## src/rtl/reg_names_pkg.sv

```systemverilog
// Shared register-file naming: widths, register count and ABI register names.
package reg_names;

    localparam int DATA_WIDTH = 32;
    localparam int REG_COUNT  = 32;
    localparam int REG_SIZE   = $clog2(REG_COUNT);

    // RISC-V ABI names in architectural index order.
    typedef enum logic [REG_SIZE-1:0] {
        zero, ra, sp, gp, tp, t0, t1, t2,
        s0, s1, a0, a1, a2, a3, a4, a5,
        a6, a7, s2, s3, s4, s5, s6, s7,
        s8, s9, s10, s11, t3, t4, t5, t6
    } regName_t;

endpackage

```

## src/rtl/reg_scoreboard.sv

```systemverilog
// Busy-bit scoreboard: tracks registers with an outstanding write, detects
// RAW/WAW hazards for the issuing instruction and counts busy registers.
module reg_scoreboard
    import reg_names::regName_t;
#(
    parameter int REG_COUNT = reg_names::REG_COUNT
) (
    input  logic                            clk,
    input  logic                            rstN,
    input  regName_t                        rs1_addr,
    input  regName_t                        rs2_addr,
    input  logic                            issue_valid,
    input  regName_t                        issue_rd,
    input  logic                            issue_uses_rs1,
    input  logic                            issue_uses_rs2,
    input  logic                            wb_en,
    input  regName_t                        wb_rd,
    input  logic                            flush,
    output logic                            stall,
    output logic [$clog2(REG_COUNT):0]      pending_cnt
);

    localparam int REG_SIZE = $clog2(REG_COUNT);
    localparam logic [REG_SIZE:0] CNT_ONE = 1;

    logic [REG_COUNT-1:0] busy_q, busy_d;
    logic [REG_SIZE:0]    cnt_q, cnt_d;
    logic [REG_SIZE-1:0]  rs1_idx, rs2_idx, rd_idx, wb_idx;
    logic                 haz_rs1, haz_rs2, haz_waw;
    logic                 set_busy, clr_busy;

    assign rs1_idx = rs1_addr;
    assign rs2_idx = rs2_addr;
    assign rd_idx  = issue_rd;
    assign wb_idx  = wb_rd;

    // Hazard detection, busy-bit next state and counter next state.
    always_comb begin
        // A register being written back this cycle is already resolved.
        haz_rs1 = issue_uses_rs1 && busy_q[rs1_idx] && !(wb_en && wb_idx == rs1_idx);
        haz_rs2 = issue_uses_rs2 && busy_q[rs2_idx] && !(wb_en && wb_idx == rs2_idx);
        haz_waw = (rd_idx != '0) && busy_q[rd_idx] && !(wb_en && wb_idx == rd_idx);

        stall    = rstN && issue_valid && (haz_rs1 || haz_rs2 || haz_waw) && !flush;
        set_busy = issue_valid && !stall && !flush && (rd_idx != '0);
        // Only a clear of a bit that is actually set changes the count.
        clr_busy = wb_en && (wb_idx != '0) && busy_q[wb_idx];

        busy_d = busy_q;
        if (clr_busy) begin
            busy_d[wb_idx] = 1'b0;
        end
        // Applied after the clear so a same-cycle set on the same index wins.
        if (set_busy) begin
            busy_d[rd_idx] = 1'b1;
        end
        if (flush) begin
            busy_d = '0;
        end
        busy_d[0] = 1'b0;

        cnt_d = cnt_q;
        if (flush) begin
            cnt_d = '0;
        end else if (set_busy && !clr_busy) begin
            cnt_d = cnt_q + CNT_ONE;
        end else if (!set_busy && clr_busy) begin
            cnt_d = cnt_q - CNT_ONE;
        end
    end

    // Scoreboard state registers with synchronous active-low reset.
    always_ff @(posedge clk) begin
        if (!rstN) begin
            busy_q <= '0;
            cnt_q  <= '0;
        end else begin
            busy_q <= busy_d;
            cnt_q  <= cnt_d;
        end
    end

    assign pending_cnt = cnt_q;

endmodule

```

## src/rtl/reg_file_sb.sv

```systemverilog
// Two-read, one-write register file with writeback bypass and an attached
// scoreboard that stalls decode on pending-write hazards.
module reg_file_sb
    import reg_names::regName_t;
#(
    parameter int DATA_WIDTH = reg_names::DATA_WIDTH,
    parameter int REG_COUNT  = reg_names::REG_COUNT
) (
    input  logic                            clk,
    input  logic                            rstN,
    input  regName_t                        rs1_addr,
    input  regName_t                        rs2_addr,
    output logic [DATA_WIDTH-1:0]           rs1_data,
    output logic [DATA_WIDTH-1:0]           rs2_data,
    input  logic                            issue_valid,
    input  regName_t                        issue_rd,
    input  logic                            issue_uses_rs1,
    input  logic                            issue_uses_rs2,
    output logic                            stall,
    input  logic                            wb_en,
    input  regName_t                        wb_rd,
    input  logic [DATA_WIDTH-1:0]           wb_data,
    input  logic                            flush,
    output logic [$clog2(REG_COUNT):0]      pending_cnt
);

    localparam int REG_SIZE = $clog2(REG_COUNT);

    logic [DATA_WIDTH-1:0] regs_q [REG_COUNT];
    logic [REG_SIZE-1:0]   rs1_idx, rs2_idx, wb_idx;

    assign rs1_idx = rs1_addr;
    assign rs2_idx = rs2_addr;
    assign wb_idx  = wb_rd;

    // Combinational reads: x0 reads zero, a same-cycle writeback is forwarded.
    always_comb begin
        rs1_data = regs_q[rs1_idx];
        if (rs1_idx == '0) begin
            rs1_data = '0;
        end else if (wb_en && wb_idx == rs1_idx) begin
            rs1_data = wb_data;
        end

        rs2_data = regs_q[rs2_idx];
        if (rs2_idx == '0) begin
            rs2_data = '0;
        end else if (wb_en && wb_idx == rs2_idx) begin
            rs2_data = wb_data;
        end
    end

    // Register storage; writes to x0 are dropped, flush does not block writes.
    always_ff @(posedge clk) begin
        if (!rstN) begin
            for (int i = 0; i < REG_COUNT; i++) begin
                regs_q[i] <= '0;
            end
        end else if (wb_en && wb_idx != '0) begin
            regs_q[wb_idx] <= wb_data;
        end
    end

    reg_scoreboard #(
        .REG_COUNT(REG_COUNT)
    ) u_scoreboard (
        .clk            (clk),
        .rstN           (rstN),
        .rs1_addr       (rs1_addr),
        .rs2_addr       (rs2_addr),
        .issue_valid    (issue_valid),
        .issue_rd       (issue_rd),
        .issue_uses_rs1 (issue_uses_rs1),
        .issue_uses_rs2 (issue_uses_rs2),
        .wb_en          (wb_en),
        .wb_rd          (wb_rd),
        .flush          (flush),
        .stall          (stall),
        .pending_cnt    (pending_cnt)
    );

endmodule

```

## config.mk

```make
export PLATFORM = sky130hd
export DESIGN_NAME = reg_file_sb
export DESIGN_NICKNAME = d
export VERILOG_FILES = /design/src/rtl/reg_names_pkg.sv /design/src/rtl/reg_scoreboard.sv /design/src/rtl/reg_file_sb.sv
export SDC_FILE = /design/constraint.sdc
export NUM_CORES = 2
export LEC_CHECK = 0
export CORE_AREA = 4 4 373 375
export DETAILED_ROUTE_END_ITERATION = 6
export DIE_AREA = 0 0 377 379
export GPL_ROUTABILITY_DRIVEN = 0
export RECOVER_POWER = 100
export SETUP_SLACK_MARGIN = 0.05
export SLEW_MARGIN = 20
export SYNTH_ARGS = -nofsm -noshare
export SYNTH_HDL_FRONTEND = slang
export SYNTH_SLANG_ARGS = --single-unit
```

## constraint.sdc

```tcl
create_clock -name clk -period 6.4 [get_ports clk]
set_clock_uncertainty 0.1 [all_clocks]
set_input_delay 1.28 -clock clk [delete_from_list [all_inputs] [get_ports clk]]
set_output_delay 1.28 -clock clk [all_outputs]
set_load 0.01 [all_outputs]
```

==> Flow_metrics.wiki <==
{| class="wikitable"
! Metric !! Value
|-
| Synthesized instance count || 3771
|-
| Pin count of the biggest net entering global routing || 60
|-
| Number of nets with antenna violations after detailed routing || 0
|-
| #FFs+latches synth || about 1100
|-
| Fmax || about 0.16 GHz
|-
| Clock transition at the registers of the reported paths || 0.06 ns
|-
| Boundary Pins || 130
|-
| Final period demand of the worst path || between 6 and 7 ns
|-
| Run status || finished with violations
|-
| Clock Root Buffer || clkbuf_16
|-
| Synth-to-Final Area Change || 13.42%
|-
| Net count, final || a little under 4000
|-
| Rel. slew slack || -183.9%
|-
| Summed instance area of the synthesized netlist || 58170 µm²
|-
| Share of synthesized cell area in and, or, nand and nor gates || 12.86%
|-
| Total CTS buffers || roughly 120
|-
| Worst Path Arrival || about 6.6 ns
|-
| Starting density of the core || between 40% and 50%
|-
| Nature of the critical path endpoint || flip-flop
|-
| First-pass GRT wire length || 292500 µm
|-
| Vias in the first global route || 37530
|-
| Width of the die || 377 µm
|-
| Initial antenna violation count || 19
|-
| Total routing resource utilization after global routing || 29.31%
|-
| Part of the Yosys area used for sequential elements || 54.13%
|-
| I/O Buffers || 129
|-
| Non-Filler Instances || 5745
|-
| Final sum of negative setup slack || 0 ns
|-
| Crit Path Category || input port to flip-flop
|-
| Total instance count after detailed placement || around 5500
|-
| Maximum clock insertion buffer count || 3
|-
| Area enclosed by the die boundary || ~140000 µm²
|-
| Req. time, crit path || 6.70 ns
|-
| Count of flip-flops with a built-in enable after synthesis || 1024
|-
| Routed WL || 209600 µm
|-
| Max-slew violation total from the final report || 1469
|-
| Most frequent cells in the layout || edfxtp_1, mux4_2, and2_0
|-
| Multiplexer share of the synthesized area || 26.35%
|-
| Share of layout cells above drive strength 1 || around a quarter
|-
| YS warnings || 0
|-
| Critical Path Slowest Stage Cell || o21ai_0
|-
| Number of clock sinks || about 1100
|-
| Final clock period utilization by the worst path || 98.73%
|-
| Fraction of the mapped netlist area in adder cells || less than 1%
|-
| Worst Tran Pin Value || 4.259 ns
|-
| Final hold violation count || 0
|-
| Row cnt || 135
|-
| Max VDD drop || 0.2464 mV
|-
| Unique cell type count in the Yosys netlist || 64
|-
| Worst-path cell chain || dlygate4sd3_1 -> clkbuf_1 -> nor2b_1 -> nand3_2 -> clkbuf_1 -> o21ai_0 -> clkbuf_2
|-
| Area share of xor/xnor cells in the synthesized design || 0.2710%
|-
| Final setup violating endpoints || 0
|-
| Clock Latency Late Sink || 0.73 ns
|-
| Number of design-rule violations left by the first detailed-router iteration || 5309
|-
| Quantity of hold-fixing buffers added after cts || 0
|-
| Drt pass-1 iters || 5
|-
| Deepest level of the CTS H-tree || 3
|-
| Worst hold slack || ~0.37 ns
|-
| Crit path largest cell delay || 2.88 ns
|-
| Leak pwr || 21.82 nW
|-
| Main combinational cell family by area after synthesis || multiplexers
|-
| Violations in the final reports || capacitance limit, slew limit
|-
| Number of vias per cell || ~6.5
|-
| Average cell area after synthesis || 15.43 µm²
|-
| Core area || 135300 µm²
|-
| Detail-routed net length per standard cell || 36.49 µm
|-
| Complex-gate fraction of the synthesized area || 3.104%
|-
| Pwr Density || 264.3 nW/µm²
|-
| Height of the die || between 300 and 400 µm
|-
| Highest net fanout along the worst path || 16
|-
| Max Cap Viol || slightly above 80
|-
| Setup repair after global routing missed its margin || no
|-
| Tightest Hold Check Type || flip-flop to flip-flop
|-
| Commonest non-fill, non-tap cell in the layout || edfxtp_1
|-
| Total overflow reported by the global router || 0
|-
| Remaining routing DRC violations || 0
|-
| Nature of the critical path startpoint || input port
|-
| Total number of vias || 37350
|-
| Most numerous cell on the critical path || clkbuf_1
|-
| Sum of net half-perimeters after detailed placement || ~130000 µm
|-
| Most common flop cell mapped by yosys || edfxtp_1
|-
| Number of gates given a new drive strength after cts || 0
|-
| Post-synthesis async set-or-reset flop share || 0%
|-
| TritonCTS clock tree || done
|-
| Post-CTS setup-driven buffer insertion count || 0
|}
cells in the mapped netlist, drive strengths merged (32+ instances only):
library cell / count / area (µm²)
dfxtp: 37 / 740.7
clkbuf: 320 / 1201
mux2i: 89 / 890.9
mux4: 633 / 14260
o31ai: 32 / 280.3
nand3: 42 / 210.2
edfxtp: 1024 / 30750
nor2: 106 / 397.9
o21ai: 57 / 285.3
nor2b: 32 / 200.2
a211oi: 61 / 457.9
buf: 106 / 574.3
and2: 993 / 6212
state kept, by name, indices dropped and copies added, names as in the netlist:
| signal | flops |
|---|---|
| u_scoreboard.busy_q | 31 |
| regs_q | 1024 |
| u_scoreboard.pending_cnt | 6 |
metal layers:
metal / share of wire, % / vias up / global-route usage [%] / wire length, µm
met5: 0.023 / - / 0 / 48
met4: 5.2 / 6 / 14.25 / 10830
met3: 9.7 / 535 / 5.936 / 20320
met2: 48 / 2344 / 47.46 / 100800
met1: 37 / 19600 / 38.01 / 77690
li1: - / 14870 / - / -
where the power goes:
part	switching, mW	internal [mW]
Combinational	1.28	1.07
Sequential	0.181	7.99
Clock	2.98	3.94
per-stage QoR:
| step | cell area, µm² | power (mW) | util [%] | worst slack, ns |
|---|---|---|---|---|
| after global placement | 63220 | 10.66 | 46.72 | 0.3780 |
| after CTS | 67110 | 17.53 | 49.60 | 0.3426 |
| after floorplan | 58290 | 9.639 | - | 1.100 |
| after detailed placement | 63260 | 10.69 | 46.75 | 0.3532 |
| after global routing | 65960 | 17.91 | 48.75 | 0.05510 |
| final | 65980 | 17.44 | 48.77 | 0.08145 |
critical path: cells and delay by family:
kind	cells	cell delay, ns
and+or+nand+nor	2	0.36
AOI/OAI and AO/OA	1	2.88
buffers and inverters	4	2.07
worst paths after layout:
| path | from | end | slack, ns | cells past startpoint |
|---|---|---|---|---|
| setup / recovery | wb_rd[0] | regs_q[22][17] | 0.08 | 7 |
| hold / removal | u_scoreboard.pending_cnt[5] | u_scoreboard.pending_cnt[5] | 0.37 | 2 |
| setup reg to reg | u_scoreboard.busy_q[26] | u_scoreboard.pending_cnt[5] | 2.17 | 13 |
| hold reg to reg | u_scoreboard.pending_cnt[5] | u_scoreboard.pending_cnt[5] | 0.37 | 2 |
area by class of cell:
type	count	area (µm²)
fill	11390	69320
sequential	1061	31490
multi-input combinational	2305	25090
timing repair buffer	367	3262
clock buffer	138	3028
tap	1781	2228
clock inverter	76	822.0
inverter	10	38.79
antenna	7	17.52
cell families (layout without fill, tap and decap cells):
family	count (synthesis)	in the layout
adder cells (fa/ha/maj)	7	7
multiplexers	738	738
buffers and inverters	436	591
XOR/XNOR	18	18
AO/OA/AOI/OAI	252	252
other	1	39
flip-flops	1061	1061
AND/OR/NAND/NOR	1258	1258
Note: power is estimated with default switching activity, not from simulation.
